### src/rtl/dm_port_arbiter.sv
`default_nettype none
// ============================================================================
// Module   : dm_port_arbiter
// Brief    : Shares the single-port data memory between the CPU MEM stage and
//            the host loader. Optional DM_ARB_STARVE_LIMIT_EN forces a host
//            grant after HOST_MAX_WAIT consecutive denied cycles.
// Revision : 1.0 - initial release
// ============================================================================
module dm_port_arbiter #(
    parameter int ADDR_W        = 8,
    parameter int DATA_W        = 32,
    parameter int HOST_MAX_WAIT = 4
) (
    input  logic              clk,
    input  logic              rst,
    input  logic              cpu_run,
    input  logic              cpu_rd,
    input  logic              cpu_wr,
    input  logic [31:0]       cpu_addr,
    input  logic [DATA_W-1:0] cpu_wdata,
    output logic [DATA_W-1:0] cpu_rdata,
    output logic              cpu_stall,
    input  logic              host_req,
    input  logic              host_we,
    input  logic [ADDR_W-1:0] host_addr,
    input  logic [DATA_W-1:0] host_wdata,
    output logic              host_ack,
    output logic [DATA_W-1:0] host_rdata,
    output logic              bsy,
    output logic              dm_wea,
    output logic [ADDR_W-1:0] dm_addr,
    output logic [DATA_W-1:0] dm_din,
    input  logic [DATA_W-1:0] dm_dout
);

    typedef enum logic [1:0] {
        H_IDLE  = 2'd0,
        H_RDATA = 2'd1,
        H_ACK   = 2'd2
    } hst_t;

    hst_t              hst_q, hst_d;
    logic              host_ack_q, host_ack_d;
    logic [DATA_W-1:0] host_rdata_q, host_rdata_d;
    logic              cpu_acc;
    logic              host_pend;
    logic              hg;
    logic              unused_cpu_addr;

    // Byte offset and bits above the memory depth alias onto the same word.
    assign unused_cpu_addr = ^{cpu_addr[31:ADDR_W+2], cpu_addr[1:0]};

    assign cpu_acc   = cpu_rd | cpu_wr;
    assign host_pend = host_req & (hst_q == H_IDLE) & ~rst;

`ifdef DM_ARB_STARVE_LIMIT_EN
    logic [3:0] wait_cnt_q, wait_cnt_d;
    logic       starved;

    assign starved = (wait_cnt_q == 4'(HOST_MAX_WAIT));
    assign hg      = host_pend & (~cpu_run | ~cpu_acc | starved);

    always_comb begin
        wait_cnt_d = wait_cnt_q;
        if (hg || !host_pend) begin
            wait_cnt_d = 4'd0;
        end else if (wait_cnt_q != 4'hF) begin
            wait_cnt_d = wait_cnt_q + 4'd1;
        end
    end

    always_ff @(posedge clk) begin
        if (rst) begin
            wait_cnt_q <= 4'd0;
        end else begin
            wait_cnt_q <= wait_cnt_d;
        end
    end
`else
    assign hg = host_pend & (~cpu_run | ~cpu_acc);
`endif

    // Port mux: the CPU owns the port unless the host is granted this cycle.
    always_comb begin
        dm_addr   = cpu_addr[ADDR_W+1:2];
        dm_din    = cpu_wdata;
        dm_wea    = cpu_wr & ~cpu_rd & cpu_run;
        cpu_stall = 1'b0;
        bsy       = 1'b1;
        if (rst) begin
            dm_addr = '0;
            dm_wea  = 1'b0;
        end else if (hg) begin
            dm_addr   = host_addr;
            dm_din    = host_wdata;
            dm_wea    = host_we;
            cpu_stall = cpu_acc & cpu_run;
            bsy       = 1'b0;
        end
    end

    always_comb begin
        hst_d        = hst_q;
        host_rdata_d = host_rdata_q;
        unique case (hst_q)
            H_IDLE: begin
                if (hg) begin
                    hst_d = host_we ? H_ACK : H_RDATA;
                end
            end
            H_RDATA: begin
                host_rdata_d = dm_dout;
                hst_d        = H_ACK;
            end
            H_ACK: begin
                hst_d = H_IDLE;
            end
            default: begin
                hst_d = H_IDLE;
            end
        endcase
        host_ack_d = (hst_d == H_ACK);
    end

    always_ff @(posedge clk) begin
        if (rst) begin
            hst_q        <= H_IDLE;
            host_ack_q   <= 1'b0;
            host_rdata_q <= '0;
        end else begin
            hst_q        <= hst_d;
            host_ack_q   <= host_ack_d;
            host_rdata_q <= host_rdata_d;
        end
    end

    assign cpu_rdata  = dm_dout;
    assign host_ack   = host_ack_q;
    assign host_rdata = host_rdata_q;

endmodule
`default_nettype wire

### config.mk
export PLATFORM = sky130hd
export DESIGN_NAME = dm_port_arbiter
export DESIGN_NICKNAME = d
export VERILOG_FILES = /design/src/rtl/dm_port_arbiter.sv
export SDC_FILE = /design/constraint.sdc
export NUM_CORES = 1
export LEC_CHECK = 0
export CAP_MARGIN = 20
export CORE_AREA = 3 3 96 98
export CTS_CLUSTER_SIZE = 24
export DETAILED_ROUTE_END_ITERATION = 16
export DIE_AREA = 0 0 99 101
export PLACE_DENSITY = 0.82
export SLEW_MARGIN = 20
export SYNTH_ARGS = -nofsm -noshare
export SYNTH_HDL_FRONTEND = slang
export SYNTH_SLANG_ARGS = --single-unit
### constraint.sdc
create_clock -name clk -period 2.2 [get_ports clk]
set_input_delay 0.44 -clock clk [delete_from_list [all_inputs] [get_ports clk]]
set_output_delay 0.44 -clock clk [all_outputs]
set_load 0.02 [all_outputs]
==> results of run 1 <==
-- metrics by stage --
step	TNS, ps	setup slack [ps]	instance area (sq um)
final	-1430	-126	4480
after global routing	-4160	-206	4480
after CTS	-1610	-201	4470
after detailed placement	-24330	-620	4290
after global placement	-22510	-565	4290
after floorplan	0	11.5	2130
-- cells in the final DEF, fill, tap and decap left out, drive strengths merged, types with 2 or more instances in the layout --
cell type / synthesis / final
clkdlybuf4s50: 0 / 178
nand2: 65 / 65
buf: 39 / 60
a21oi: 40 / 40
dfxtp: 35 / 35
mux2: 32 / 32
o21ai: 9 / 9
nand3: 8 / 8
clkbuf: 11 / 7
dlygate4sd2: 0 / 5
nor3: 2 / 2
-- kinds of logic (layout without fill, tap and decap cells) --
| kind of cell | count (synthesis) | count (layout) |
|---|---|---|
| flip-flops | 35 | 35 |
| other | 1 | 1 |
| buffers and inverters | 50 | 252 |
| multiplexers | 32 | 32 |
| AND/OR/NAND/NOR | 80 | 80 |
| AO/OA/AOI/OAI | 53 | 53 |
-- routing by layer --
metal  part of all wire (%)  wire length (um)
met3                    8.2               660
met2                     55              4460
met1                     35              2800
met4                    2.1               169
met5                      0                 0
-- final timing paths --
kind / slack, ps / depth (start not counted) / endpoint
min reg2reg: 460 / 2 / host_rdata[10]$_SDFFE_PP0P_
max: -130 / 6 / dm_din[27]
max reg2reg: 850 / 5 / host_ack$_SDFF_PP0_
min: 460 / 2 / host_rdata[10]$_SDFFE_PP0P_
-- power breakdown --
group	internal, W	total [W]	switching (W)
logic	0.000463	0.000788	0.000325
registers	0.000650	0.000659	0.00000887
clock network	0.000256	0.000497	0.000241
total	0.00137	0.00194	0.000575
-- worst min-delay path, cell delays in order (launching register included) --
cell and delay [ps]:
dfxtp_1 310, nand2_1 50, a21oi_1 50
-- cell usage after synthesis, drive strengths merged (2+ instances only) --
| library cell | instances |
|---|---|
| nand2 | 65 |
| a21oi | 40 |
| buf | 39 |
| dfxtp | 35 |
| mux2 | 32 |
| clkbuf | 11 |
| o21ai | 9 |
| nand3 | 8 |
| nor3 | 2 |
-- flip-flops by register name, indices dropped and copies added (netlist names) --
register	count
host_rdata	32
hst_q	2
host_ack	1
-- cell type report --
class | count | area (sq um)
fill | 756 | 4070
timing repair buffer | 244 | 2420
multi-input combinational | 166 | 1130
sequential | 35 | 702
tap | 108 | 135
clock buffer | 6 | 82.6
clock inverter | 2 | 16.3
-- timing repair --
action,in CTS,in global routing
endpoints found under the setup margin,42,39
setup buffers,4,1
pin swaps,1,3
cloned,2,0
gates resized for setup,219,26
hold endpoints to repair,0,0
==> impl_metrics.tcl, run 1 <==
set metrics [dict create \
    status "complete, but fails checks" \
    violations "setup timing" \
    yosys.area.top_type "dfxtp_1" \
    start_util_pct 24.9 \
    finalSetupViolCount 28 \
    htree_levels 2 \
    setup.worst_path.start "hst_q[0]$_SDFF_PP0_" \
    synth_ff_type "dfxtp_1" \
    hold_path.class "reg2reg" \
    wl_per_cell_um 14.4 \
    port_buffers 225 \
    cts_tree "done" \
    via_count 2468 \
    cts_root_buf "clkbuf_8" \
    top_usage_layer "met2" \
    synth_fa_ha_area_share_pct 0 \
    crit_arrival_ps 1890 \
    finalHoldViolCount 0 \
    ys_async_sr_fraction_pct 0 \
    gp_congestion 0.811 \
    hold_ws_ps 456 \
    ys_warn_count 0 \
    grt_pass1_wl_um 12500 \
    viasPerCell 4.40 \
    worstPathCellList "nor4b_4 > nand2_4 > buf_16 > buf_6 > mux2_4 > buf_6" \
    crit_required_ps 1760 \
    grt_use_total_pct 15.6 \
    powerDensity_mw_per_mm2 434 \
    syn_inst 251 \
    worst-path-buf-inv 3 \
    boundaryPins 251 \
    cpMaxStageDelayCell "nor4b_4" \
    synth_area_sq_mm 0.00213 \
    synth_area_leaders "dfxtp_1 (33%), mux2_4 (20%), buf_4 (12%)" \
    overflow 0 \
    rsz0062_at_grt "yes" \
    seq_area_frac_synth_pct 32.9 \
    detail_route.iter0.violations 42 \
    die_h_um 101 \
    drv_cap 0 \
    peakVddDrop_mv 0.226 \
    rows 34 \
    dp_cells 547 \
    antenna_found_initial 0 \
    worstSetupStartpointType "flop" \
    syn2layout_area_growth_pct 110 \
    grtUsageMet3_pct 3.81 \
    worst_slack_ps -126 \
    reg2reg_from "hst_q[0]$_SDFF_PP0_" \
    synthDistinctLibCells 25 \
    grt_max_degree 33 \
    antenna_cells 0 \
    p_total_w 0.00194 \
    synth-compound-area-share_pct 13.0 \
    die_w_um 99 \
    synth_edf_count 0 \
    muxShareOfSynthArea_pct 21.8 \
    yosys.area_share.simple_pct 16.3 \
    crit_path_max_incr_delay_ps 370 \
    hpwl_um 6400 \
    cp-end-kind "output pin" \
    fin_crit_ps 2330 \
    timing.critical_path.mode_cell "buf_6" \
    critical_path_class "reg2out" \
    cts_sinks 35 \
    clk_pin_slew_ps 80 \
    synth_fp_nets 394 \
    drive_gt1_share_pct 24.9 \
    p_leak_nw 1.81 \
    crit_path_max_fanout 7 \
    clock_tree.buffer_depth 2 \
    fin_cells 561 \
    layout.nets 595 \
    utilization_pct 52.4 \
    hold_buffers 0 \
    die_area_sq_mm 0.0100 \
    synth_top_family_by_area "multiplexers" \
    drt_wl_total_um 8090 \
    grtUsageMet2_pct 29.8 \
    coreArea_sq_mm 0.00855 \
    hp-start "host_rdata[10]$_SDFFE_PP0P_" \
    synth_top_area_share_pct 32.9 \
    drc_errors 0 \
    path_delay_family "simple AND/OR/NAND/NOR gates" \
    grt_pass1_vias 2601 \
    insertion_delay_ps 280 \
    final_antenna_net_count 0 \
    first_pass_iters 4 \
    grtUsageMet1_pct 16.3 \
    synth_xor_area_share_pct 0 \
    finClkSkew_ps 10.4 \
    cts_made_buffers 5 \
    max_freq_ghz 0.430 \
    finalMaxSlewViolations 0 \
    synth-seq-cells 35 \
    postSynthAreaPerCell_sq_um 8.49 \
    finalCritPeriodShare_pct 106 \
]
Note: power is estimated with default switching activity, not from simulation.
==> run 2: changes to the inputs <==
Settings changed: CTS_BUF_LIST set to sky130_fd_sc_hd__clkbuf_16.
==> run 2 against run 1 <==
Compared with the run above: the flow still finishes with violations (setup timing); clock power is 36% higher; die area stayed put; critical path depth stayed put; design area is 0.42% higher; maximum frequency is 1.1% higher; cell count is 0.36% higher; register-to-register slack hardly changed; via count is 0.49% lower; sequential power hardly changed; count of clock-buffer cells in the layout is 1 lower; highest routed layer unchanged.
==> impl_metrics.tcl, run 2 (synthesized netlist as in run 1, its figures left out) <==
set metrics [dict create \
    status "complete, but fails checks" \
    violations "setup timing" \
    cp-end-kind "output pin" \
    combPwrFrac_pct 36.8 \
    viasPerCell 4.36 \
    port_buffers 225 \
    layout.nets 597 \
    max_freq_ghz 0.435 \
    hpwl_um 6400 \
    powerDensity_mw_per_mm2 469 \
    rsz0062_at_grt "yes" \
    hold_path_end "host_rdata[10]$_SDFFE_PP0P_" \
    hold_path.class "reg2reg" \
    crit_required_ps 1760 \
    rows 34 \
    finalSetupViolCount 25 \
    finalCritPeriodShare_pct 105 \
    p_total_w 0.00211 \
    reg2reg_from "hst_q[0]$_SDFF_PP0_" \
    p_seq_share_pct 31.3 \
    insertion_delay_ps 270 \
    p_int_w 0.00152 \
    htree_levels 2 \
    drive_gt1_share_pct 24.4 \
    clkPwrFrac_pct 31.9 \
    dp_cells 547 \
    fin_cells 563 \
    finish.instance_area_sq_mm 0.00450 \
    gp_congestion 0.811 \
    worstSetupStartpointType "flop" \
    first_pass_iters 4 \
    die_area_sq_mm 0.0100 \
    final_common_cell "clkdlybuf4s50_1" \
    grt_max_degree 33 \
    r2r_cells 5 \
    clk_pin_slew_ps 60 \
    finClkSkew_ps 7.34 \
    fin_crit_ps 2300 \
    r2r-end "host_ack$_SDFF_PP0_" \
    crit_path_max_fanout 9 \
    place_area_sq_mm 0.00429 \
    finalMaxSlewViolations 0 \
    antenna_found_initial 0 \
    cts_sinks 35 \
    netSwitchingFraction_pct 27.8 \
    p_sw_w 0.000587 \
    p_leak_nw 1.83 \
    cts_tree "done" \
    clock_tree.buffer_depth 2 \
    peakVddDrop_mv 0.270 \
    finalHoldViolCount 0 \
    overflow 0 \
    worst_slack_ps -101 \
    grt_pass1_vias 2565 \
    r2r_slack_ps 860 \
    final_cell_mix "clkdlybuf4s50_1 (178), nand2_1 (64), a21oi_1 (39)" \
    final_antenna_net_count 0 \
    syn2layout_area_growth_pct 111 \
    hold_ws_ps 453 \
    largest_reg_flops 32 \
    critical_path_class "reg2out" \
    boundaryPins 251 \
    detail_route.iter0.violations 41 \
    cts_made_buffers 5 \
    antenna_cells 0 \
    drc_errors 0 \
    grt_pass1_wl_um 12300 \
    dp_slack_ps -620 \
    cts_root_buf "clkbuf_16" \
    crit_arrival_ps 1860 \
    die_w_um 99 \
    start_util_pct 24.9 \
    coreArea_sq_mm 0.00855 \
    drv_cap 0 \
    via_count 2456 \
    grt_use_total_pct 15.3 \
    die_h_um 101 \
    wl_per_cell_um 14.2 \
    hp-start "host_rdata[10]$_SDFFE_PP0P_" \
    hold_depth 2 \
    drt_wl_total_um 7990 \
]
[run 2: layout make-up]
class	count	area, sq um
Clock buffer	5	125
Clock inverter	3	20.0
Fill cell	761	4050
Multi-Input combinational cell	166	1120
Sequential cell	35	702
Tap cell	108	135
Timing Repair Buffer	246	2400
[run 2: what timing repair did]
action                     CTS  global route
setup endpoints to repair   42            39
hold buffers                 0             0
hold endpoints to repair     0             0
buffers inserted             6             1
pin swaps                    1             3
resized for setup          204            21
cloned                       2             0
[run 2: worst max path at each step]
stage                   startpoint         end  slack, ps  depth (start not counted)
3_5_place_dp              host_req  dm_addr[7]       -620                          5
6_report       hst_q[0]$_SDFF_PP0_  dm_din[11]       -100                          6
3_3_place_gp              host_req  dm_din[27]       -560                          6
4_1_cts        hst_q[0]$_SDFF_PP0_  dm_din[24]       -180                          5
2_1_floorplan                  rst      dm_wea         10                          5
5_1_grt        hst_q[0]$_SDFF_PP0_  dm_din[11]       -170                          6
[run 2: power by group through the flow]
stage	Combinational (W)	Clock (W)	Sequential [W]
3_5_place_dp	0.000763	0	0.000674
6_report	0.000776	0.000674	0.000660
4_1_cts	0.000777	0.000705	0.000660
3_3_place_gp	0.000751	0	0.000673
5_1_grt	0.000821	0.000723	0.000662
2_1_floorplan	0.000330	0	0.000693
[run 2: stage by stage]
| stage | TNS (ps) | util, % |
|---|---|---|
| 6_report | -859 | 52.6 |
| 2_1_floorplan | 0 | - |
| 3_5_place_dp | -24330 | 50.2 |
| 3_3_place_gp | -22510 | 50.2 |
| 5_1_grt | -3080 | 52.6 |
| 4_1_cts | -996 | 52.6 |
[run 2: worst max-delay path, stage by stage, from the launching register on]
cell     delay [ps]
dfxtp_2         340
nor4b_4         360
nand2_4         150
buf_16          180
buf_6           110
mux2_4          290
buf_6           130
[run 2: routing by layer]
| metal | track usage (%) | up-vias | wire (um) |
|---|---|---|---|
| met3 | 3.67 | 13 | 673 |
| met1 | 16.2 | 1095 | 2770 |
| met4 | 5.04 | 0 | 153 |
| met2 | 29.2 | 131 | 4390 |
| met5 | 0 | - | 0 |
| li1 | - | 1217 | - |
==> run 3: changes to the inputs <==
Settings changed: CAP_MARGIN 20 to unset.
==> results of run 3 <==
Same layout as run 2: the final DEF is identical, and so are final timing and power.
